$ cat config.mk
export PLATFORM = sky130hd
export DESIGN_NAME = alu_exec_unit
export DESIGN_NICKNAME = d
export VERILOG_FILES = /design/src/rtl/alu_pkg.sv /design/src/rtl/alu_divider.sv /design/src/rtl/alu_exec_unit.sv
export SDC_FILE = /design/constraint.sdc
export NUM_CORES = 2
export LEC_CHECK = 0
export ABC_AREA = 1
export CAP_MARGIN = 20
export CORE_ASPECT_RATIO = 0.7
export CORE_UTILIZATION = 35
export CTS_BUF_LIST = sky130_fd_sc_hd__clkbuf_2
export CTS_CLUSTER_SIZE = 10
export DETAILED_ROUTE_END_ITERATION = 7
export GPL_TIMING_DRIVEN = 0
export PLACE_DENSITY = 0.61
export SYNTH_ARGS = -nofsm -noshare
export SYNTH_HDL_FRONTEND = slang
export SYNTH_SLANG_ARGS = --single-unit
$ cat constraint.sdc
create_clock -name clk -period 7.2 [get_ports clk]
set_input_delay 1.44 -clock clk [delete_from_list [all_inputs] [get_ports clk]]
set_output_delay 1.44 -clock clk [all_outputs]
set_load 0.01 [all_outputs]
$ cat src/rtl/alu_pkg.sv
// Shared types for the ALU execution unit: opcode enum, flag struct, control FSM states.
package alu_pkg;

  localparam int OP_W    = 4;
  localparam int FLAGS_W = 4;

  typedef enum logic [OP_W-1:0] {
    OP_SUB = 4'd0,
    OP_ADD = 4'd1,
    OP_MUL = 4'd2,
    OP_MOV = 4'd3,
    OP_CMP = 4'd4,
    OP_DIV = 4'd5,
    OP_XOR = 4'd6,
    OP_AND = 4'd7,
    OP_NOT = 4'd8,
    OP_SHL = 4'd9,
    OP_SHR = 4'd10
  } alu_op_e;

  typedef struct packed {
    logic n;
    logic z;
    logic c;
    logic v;
  } alu_flags_t;

  typedef enum logic [1:0] {
    ST_IDLE     = 2'd0,
    ST_DIV_BUSY = 2'd1,
    ST_HOLD     = 2'd2
  } alu_state_e;

endpackage

$ cat src/rtl/alu_divider.sv
// Iterative restoring divider: one quotient bit per cycle, N cycles per division.
// done pulses in the last busy cycle while quotient already shows the final value.
module alu_divider #(
  parameter int N = 32
) (
  input  logic         clk,
  input  logic         rst,
  input  logic         start,
  input  logic [N-1:0] a,
  input  logic [N-1:0] b,
  output logic         busy,
  output logic         done,
  output logic [N-1:0] quotient
);

  localparam int CNT_W = $clog2(N + 1);

  logic [N-1:0]     rem_q, rem_d;
  logic [N-1:0]     quo_q, quo_d;
  logic [N-1:0]     dvs_q, dvs_d;
  logic [CNT_W-1:0] cnt_q, cnt_d;
  logic             busy_q, busy_d;
  logic [N:0]       shifted;
  logic [N:0]       trial;
  logic [N-1:0]     step_rem;
  logic [N-1:0]     step_quo;

  always_comb begin
    // Remainder stays below the divisor, so the shifted value fits in N+1 bits.
    shifted  = {rem_q, quo_q[N-1]};
    trial    = shifted - {1'b0, dvs_q};
    step_rem = trial[N] ? shifted[N-1:0] : trial[N-1:0];
    step_quo = {quo_q[N-2:0], ~trial[N]};

    rem_d  = rem_q;
    quo_d  = quo_q;
    dvs_d  = dvs_q;
    cnt_d  = cnt_q;
    busy_d = busy_q;

    if (busy_q) begin
      rem_d = step_rem;
      quo_d = step_quo;
      cnt_d = cnt_q - CNT_W'(1);
      if (cnt_q == CNT_W'(1)) begin
        busy_d = 1'b0;
      end
    end else if (start) begin
      rem_d  = '0;
      quo_d  = a;
      dvs_d  = b;
      cnt_d  = CNT_W'(N);
      busy_d = 1'b1;
    end
  end

  always_ff @(posedge clk or posedge rst) begin
    if (rst) begin
      rem_q  <= '0;
      quo_q  <= '0;
      dvs_q  <= '0;
      cnt_q  <= '0;
      busy_q <= 1'b0;
    end else begin
      rem_q  <= rem_d;
      quo_q  <= quo_d;
      dvs_q  <= dvs_d;
      cnt_q  <= cnt_d;
      busy_q <= busy_d;
    end
  end

  assign busy     = busy_q;
  assign done     = busy_q && (cnt_q == CNT_W'(1));
  assign quotient = step_quo;

endmodule

$ cat src/rtl/alu_exec_unit.sv
// ALU execution unit: single-cycle ops plus an iterative divide, with a one-deep
// registered output held under valid/ready backpressure.
module alu_exec_unit
  import alu_pkg::*;
#(
  parameter int N = 32
) (
  input  logic               clk,
  input  logic               rst,
  input  logic               in_valid,
  output logic               in_ready,
  input  logic [OP_W-1:0]    op,
  input  logic [N-1:0]       a,
  input  logic [N-1:0]       b,
  output logic               out_valid,
  input  logic               out_ready,
  output logic [N-1:0]       result,
  output logic [FLAGS_W-1:0] flags,
  output logic               err
);

  alu_state_e   state_q, state_d;
  logic [N-1:0] result_q, result_d;
  alu_flags_t   flags_q, flags_d;
  logic         err_q, err_d;
  logic         out_valid_q, out_valid_d;

  alu_op_e      op_e;
  logic         accept;
  logic         div_start;
  logic         div_busy;
  logic         div_done;
  logic [N-1:0] div_quotient;

  logic [N:0]     sum_w;
  logic [N:0]     diff_w;
  logic [N:0]     shl_w;
  logic [N:0]     shr_w;
  logic [2*N-1:0] prod_w;
  logic [N-1:0]   alu_res;
  logic [N-1:0]   nz_src;
  logic           alu_c;
  logic           alu_v;
  logic           alu_err;
  alu_flags_t     alu_flags;

  assign op_e      = alu_op_e'(op);
  assign in_ready  = (state_q == ST_IDLE) && (!out_valid_q || out_ready);
  assign accept    = in_valid && in_ready;
  assign div_start = accept && (op_e == OP_DIV) && (b != '0);

  alu_divider #(.N(N)) u_divider (
    .clk      (clk),
    .rst      (rst),
    .start    (div_start),
    .a        (a),
    .b        (b),
    .busy     (div_busy),
    .done     (div_done),
    .quotient (div_quotient)
  );

  always_comb begin
    sum_w  = {1'b0, a} + {1'b0, b};
    diff_w = {1'b0, a} - {1'b0, b};
    prod_w = {{N{1'b0}}, a} * {{N{1'b0}}, b};
    // The extra bit on each shift catches the last bit shifted out.
    shl_w  = {1'b0, a} << b;
    shr_w  = {a, 1'b0} >> b;
  end

  always_comb begin
    alu_res = '0;
    alu_c   = 1'b0;
    alu_v   = 1'b0;
    alu_err = 1'b0;
    case (op_e)
      OP_SUB, OP_CMP: begin
        alu_res = (op_e == OP_CMP) ? a : diff_w[N-1:0];
        alu_c   = ~diff_w[N];
        alu_v   = (a[N-1] ^ b[N-1]) & (diff_w[N-1] ^ a[N-1]);
      end
      OP_ADD: begin
        alu_res = sum_w[N-1:0];
        alu_c   = sum_w[N];
        alu_v   = ~(a[N-1] ^ b[N-1]) & (sum_w[N-1] ^ a[N-1]);
      end
      OP_MUL: begin
        alu_res = prod_w[N-1:0];
        alu_c   = |prod_w[2*N-1:N];
        alu_v   = |prod_w[2*N-1:N];
      end
      OP_MOV: alu_res = b;
      OP_DIV: begin
        // Only reaches the output for a zero divisor; nonzero divides go to the divider.
        alu_res = '1;
        alu_v   = 1'b1;
        alu_err = 1'b1;
      end
      OP_XOR: alu_res = a ^ b;
      OP_AND: alu_res = a & b;
      OP_NOT: alu_res = ~a;
      OP_SHL: begin
        alu_res = shl_w[N-1:0];
        alu_c   = shl_w[N];
      end
      OP_SHR: begin
        alu_res = shr_w[N:1];
        alu_c   = shr_w[0];
      end
      default: alu_err = 1'b1;
    endcase
    // CMP returns a unchanged but reports N/Z of the difference.
    nz_src    = (op_e == OP_CMP) ? diff_w[N-1:0] : alu_res;
    alu_flags = '{n: nz_src[N-1], z: (nz_src == '0), c: alu_c, v: alu_v};
  end

  always_comb begin
    state_d     = state_q;
    result_d    = result_q;
    flags_d     = flags_q;
    err_d       = err_q;
    out_valid_d = out_valid_q;
    case (state_q)
      ST_IDLE: begin
        if (accept) begin
          if (div_start) begin
            state_d     = ST_DIV_BUSY;
            out_valid_d = 1'b0;
          end else begin
            result_d    = alu_res;
            flags_d     = alu_flags;
            err_d       = alu_err;
            out_valid_d = 1'b1;
          end
        end else if (out_valid_q && out_ready) begin
          out_valid_d = 1'b0;
        end
      end
      ST_DIV_BUSY: begin
        if (div_done) begin
          result_d    = div_quotient;
          flags_d     = '{n: div_quotient[N-1], z: (div_quotient == '0), c: 1'b0, v: 1'b0};
          err_d       = 1'b0;
          out_valid_d = 1'b1;
          state_d     = ST_HOLD;
        end else if (!div_busy) begin
          state_d = ST_IDLE;
        end
      end
      ST_HOLD: begin
        if (out_ready) begin
          out_valid_d = 1'b0;
          state_d     = ST_IDLE;
        end
      end
      default: state_d = ST_IDLE;
    endcase
  end

  always_ff @(posedge clk or posedge rst) begin
    if (rst) begin
      state_q     <= ST_IDLE;
      result_q    <= '0;
      flags_q     <= '0;
      err_q       <= 1'b0;
      out_valid_q <= 1'b0;
    end else begin
      state_q     <= state_d;
      result_q    <= result_d;
      flags_q     <= flags_d;
      err_q       <= err_d;
      out_valid_q <= out_valid_d;
    end
  end

  assign result    = result_q;
  assign flags     = flags_q;
  assign err       = err_q;
  assign out_valid = out_valid_q;

endmodule

After elaboration in Yosys (flattened, before gate mapping)
Cells that the tools add are included.

Bits of input ports: 72. Word-level logic and storage cells: 115. Register bits: 143.

Eq/ne operators: 20. Bitwise logic cells: 12. $mul: 1. $add $sub $neg: 4. Shift-type cells: 2. Multiplexer cells: 40. Reductions and logical operators: 23.

Operator list (number): $mux W32 (10); $pmux W32 S10 (1); $logic_not A32 Y1 (2); $mul A32 B32 Y64 (1); $pmux W32 S2 (1); $add A32 B32 Y33 (1); $shl A32 B32 Y33 (1); $shr A33 B32 Y33 (1); $sub A32 B32 Y33 (1); $sub A33 B32 Y33 (1); $and A32 B32 Y32 (1); $not A32 Y32 (1); $reduce_bool A32 Y1 (1); $reduce_or A32 Y1 (1); $xor A32 B32 Y32 (1); $eq A4 B3 Y1 const B (4); $eq A4 B4 Y1 const B (3); $mux W1 (12); $mux W4 (3); $mux W6 (2); $reduce_and A4 Y1 (3); $mux W2 (5); $ne A2 B2 Y1 const B (5); $reduce_or A10 Y1 (1); other kinds (26) (39).

Depth between registers and ports, before layout
Depth in word-level cells: 9. Depth in mapped cells: 45. Mapped depth without buffers: 43.

By module
Synthesis repeated with hierarchy kept, for this count alone.

Cell total of the unflattened synthesis: 7557. Area, all modules: 52455.3 µm².

By module, submodules not included: alu_exec_unit (area an instance 44811.7 µm², cells each 6366, instances 1, sequential area each 1001.0 µm²); alu_divider (area an instance 7643.6 µm², cells each 1191, instances 1, sequential area each 2577.5 µm²).

Worst setup path before layout
Ideal clock, no wire load.

Path kind: input to register. From: input b[4]. To: register flags_q, in the netlist flags[1]. Buffers on the path: 4. Cell stages on the path: 36. Path slack: -1.646 ns. Arrival time: 8.730 ns. Library setup time: 0.116 ns. Data required time: 7.084 ns. Path through: clkbuf_1 -> clkbuf_1 -> clkbuf_1 -> buf_1 -> nand2_1 -> fa_1 -> fa_1 -> fa_1 -> fa_1 -> fa_1 -> inv_1 -> fa_1 -> inv_1 -> fa_1 -> fa_1 -> inv_1 -> ha_1 -> a21oi_1 -> o21ai_0 -> a21oi_1 -> nor2_1 -> nor2_1 -> nand2_1 -> a21boi_0 -> o21bai_1 -> xor2_1 -> inv_1 -> nand2_1 -> nor2_1 -> nand2_1 -> nor2_1 -> nand3_1 -> nand2_1 -> nand4_1 -> nand2_1 -> nand2_1.

Word-level cells in the longest chain between the ends: 6. Elaborated cells between the ends (all ways): 15.

RTL lines: start: declaration (RTL line alu_exec_unit.sv:14) `input logic [N-1:0] b,`; $mul A32 B32 Y64 / $sub A32 B32 Y33 (equally long branches) (RTL line alu_exec_unit.sv:66, alu_exec_unit.sv:65); $reduce_or A32 Y1 / $not A1 Y1 (equally long branches) (RTL line alu_exec_unit.sv:90, alu_exec_unit.sv:80); $pmux W1 S5 (RTL line alu_exec_unit.sv:77) `case (op_e)`; $mux W4 (RTL line alu_exec_unit.sv:127) `if (div_start) begin`; $mux W4 (RTL line alu_exec_unit.sv:126) `if (accept) begin`; $pmux W4 S2 (RTL line alu_exec_unit.sv:124) `case (state_q)`; end signal: assignment (RTL line alu_exec_unit.sv:171) `flags_q <= flags_d;`; end: declaration (RTL line alu_exec_unit.sv:24) `alu_flags_t flags_q, flags_d;`.

Parallel ways exist; a longest one is shown, timed or not. The select of a mux whose other input is x is not followed. A chain may end at the register's enable or synchronous reset.

Final worst setup path
From: input b[1]. To: register flags_q, in the netlist flags[1].

The elaborated chain is that of the path after synthesis.

==> impl_metrics.toml <==
[cells_and_area]
mostFrequentLayoutCells = "nand2_1, inv_1, fa_1"
syn_to_final_growth_pct = 23.72
nets = 8759
layout-drive-gt1-share = 0.1670
final_common_cell = "nand2_1"
fillers = 14410
stdcell_count = 9321

[global_route]
grt_usage = 0.3641
grt_max_degree = 92
grt_pass1_vias = 51190
grt_pass1_wl_um = 380200
overflow = 0
antenna_found_initial = 12

[synthesis]
ys_types = 64
synth-seq-area-share = 0.07063
yosys.area_share.xor_xnor = 0.01487
synth_area_sq_um = 50660
synthArstFlopShare = 1.000
syn_avg_cell_area_sq_um = 7.223
synth_top_family_by_area = "adder cells"
syn_inst = 7014
synthAdderAreaFrac = 0.4454
yosys-mux-area-fraction = 0.0002223
synth_largest_area_cell = "fa_1"
synth-compound-area-share = 0.09614
ys_seq_elements = 143
yosys-top-cells-area = "fa_1, nand2_1, inv_1"
synth_edf_count = 0
synth-simple-area-share = 0.2434
synth_top_area_frac = 0.3552
syn_nets = 8350
synth_ff_type = "dfrtp_1"
ys.warnings.count = 0

[critical_path]
path_delay_family = "adder cells"
critPathLaunchType = "input pin"
worstPathArrival_ns = 9.10
cp_slowest_cell = "fa_2"
reg2reg_slack_ns = 3.36
slowest_delay_ns = 0.63
rr_worst_depth = 21
r2r_end = "u_divider.rem_q[31]"
timing_worst_setup_path_type = "in -> reg"
end_kind = "flop"
path_buf_inv = 10
r2r_start = "u_divider.quo_q[31]"
required_ns = 7.95
crit_fanout = 25

[placement]
place_congestion = 1.099
portBuffers = 109
dp_hpwl_um = 221000
dpl.cell_count = 9018

[clocking]
cts_hold_buf = 0
clk_pin_slew_ns = 0.22
cts.sinks = 143
cts_tree = "done"
clk_latency_ns = 0.82
numCtsBuffers = 25
htree_num_levels = 4
cts_buffer_depth = 3
root_buffer = "clkbuf_2"

[route]
avgViaCountPerCell = 5.754
drtIter0Drc = 8148
ant_nets = 0
drc = 0
vias = 53630
firstDrtPassIters = 8
wl_um = 271500
wl_per_cell_um = 29.13

[die]
die_h_um = 320.3
initial_core_util = 0.3537
ios = 111
die_area_sq_um = 146300
coreArea_sq_um = 143300
die_x_um = 456.7
rows = 116

[sta]
max_clock_freq_mhz = 119.7
finalWorstSetupSlack_ns = -1.156
final.setup_skew_ns = 0.06069
hold_viol_final = 0
final.period_utilization = 1.160
min_period_ns = 8.356
rsz0062_at_grt = "yes"
final_max_slew_viol_count = 0
finalSetupViolCount = 21
worstMarginPinSlew_ns = 1.243
maxSlewHeadroom = 0.1713

[run]
drv_cap = 0

[status]
outcome = "complete, but fails checks"
failed_checks = "setup timing"

[hold_path]
hold_path.class = "reg -> reg"
whs_path_depth = 1
hold-path-endpoint = "u_divider.cnt_q[5]"
hold_start = "u_divider.cnt_q[5]"
## cells by family after synthesis
family | after synthesis
AO/OA/AOI/OAI | 825
AND/OR/NAND/NOR | 3007
adder cells (fa/ha/maj) | 1264
multiplexers | 1
flip-flops | 143
XOR/XNOR | 86
buffers and inverters | 1688
## synth_stat cells, drive strengths merged, types with 13 or more instances
cell / instances
buf: 139
ha: 365
nand3: 398
o221ai: 47
o22ai: 23
nor3: 37
a21oi: 290
xnor2: 31
a31oi: 28
o211ai: 49
or2: 13
o21ai: 268
nand4: 51
o21a: 18
a211oi: 14
inv: 1283
xor2: 55
dfrtp: 143
nor2: 332
a22oi: 15
nor4: 23
nand2: 2138
fa: 899
clkbuf: 258
## repair_timing
item | CTS | global route
cloned | 3 | 6
setup endpoints to repair | 30 | 27
pin swaps | 131 | 276
endpoints found under the hold margin | 0 | 0
buffers inserted | 138 | 134
gates resized for setup | 1246 | 448
## through the flow
stage | TNS, ns | cell area [sq um] | hold slack, ns | worst slack, ns | util
6_report | -10.45 | 62680 | 0.5132 | -1.156 | 0.4376
5_1_grt | -10.97 | 62680 | 0.5249 | -1.209 | 0.4375
4_1_cts | -8.232 | 60250 | 0.5102 | -1.142 | 0.4206
3_5_place_dp | -99.06 | 54810 | 0.4694 | -5.218 | 0.3826
3_3_place_gp | -154.18 | 54700 | 0.4719 | -5.346 | 0.3818
2_1_floorplan | -5.637 | 51250 | 0.4535 | -0.7497 | -
## final cells by class
class	count	area, sq um	share of cell area
clock buffers	27	135.1	0.002156
flip-flops and latches	143	3578	0.05709
multi-input cells	5183	42970	0.6855
repair buffers	394	3672	0.05858
inverters	1291	4880	0.07785
diodes	4	10.01	0.0001597
clock inverters	6	50.05	0.0007984
plain buffers	385	5024	0.08014
well taps	1888	2362	0.03769
## layer usage
layer	global-route usage	vias up	share of wire
li1	-	22410	-
met1	0.5340	26820	0.42
met2	0.4763	3918	0.37
met3	0.1571	474	0.17
met4	0.09557	8	0.035
met5	0	-	0.00020
## worst max-delay path by stage
stage | slack (ns) | start | cells after the start | endpoint
final | -1.16 | b[1] | 38 | flags[1]
after global routing | -1.21 | a[9] | 35 | flags[1]
after CTS | -1.14 | a[27] | 32 | flags[1]
after detailed placement | -5.22 | b[1] | 31 | flags[1]
after global placement | -5.35 | a[15] | 30 | flags[1]
after floorplan | -0.75 | a[13] | 32 | flags[1]
## flip-flops by register name (all words and copies together) (netlist names)
name,cells
err,1
flags,4
out_valid,1
result,32
state_q,2
u_divider.busy,1
u_divider.cnt_q,6
u_divider.dvs_q,32
u_divider.quo_q,32
u_divider.rem_q,32
Power is not shown: default switching activity piles up to over one toggle a cycle in this logic, so the estimate is an artifact.
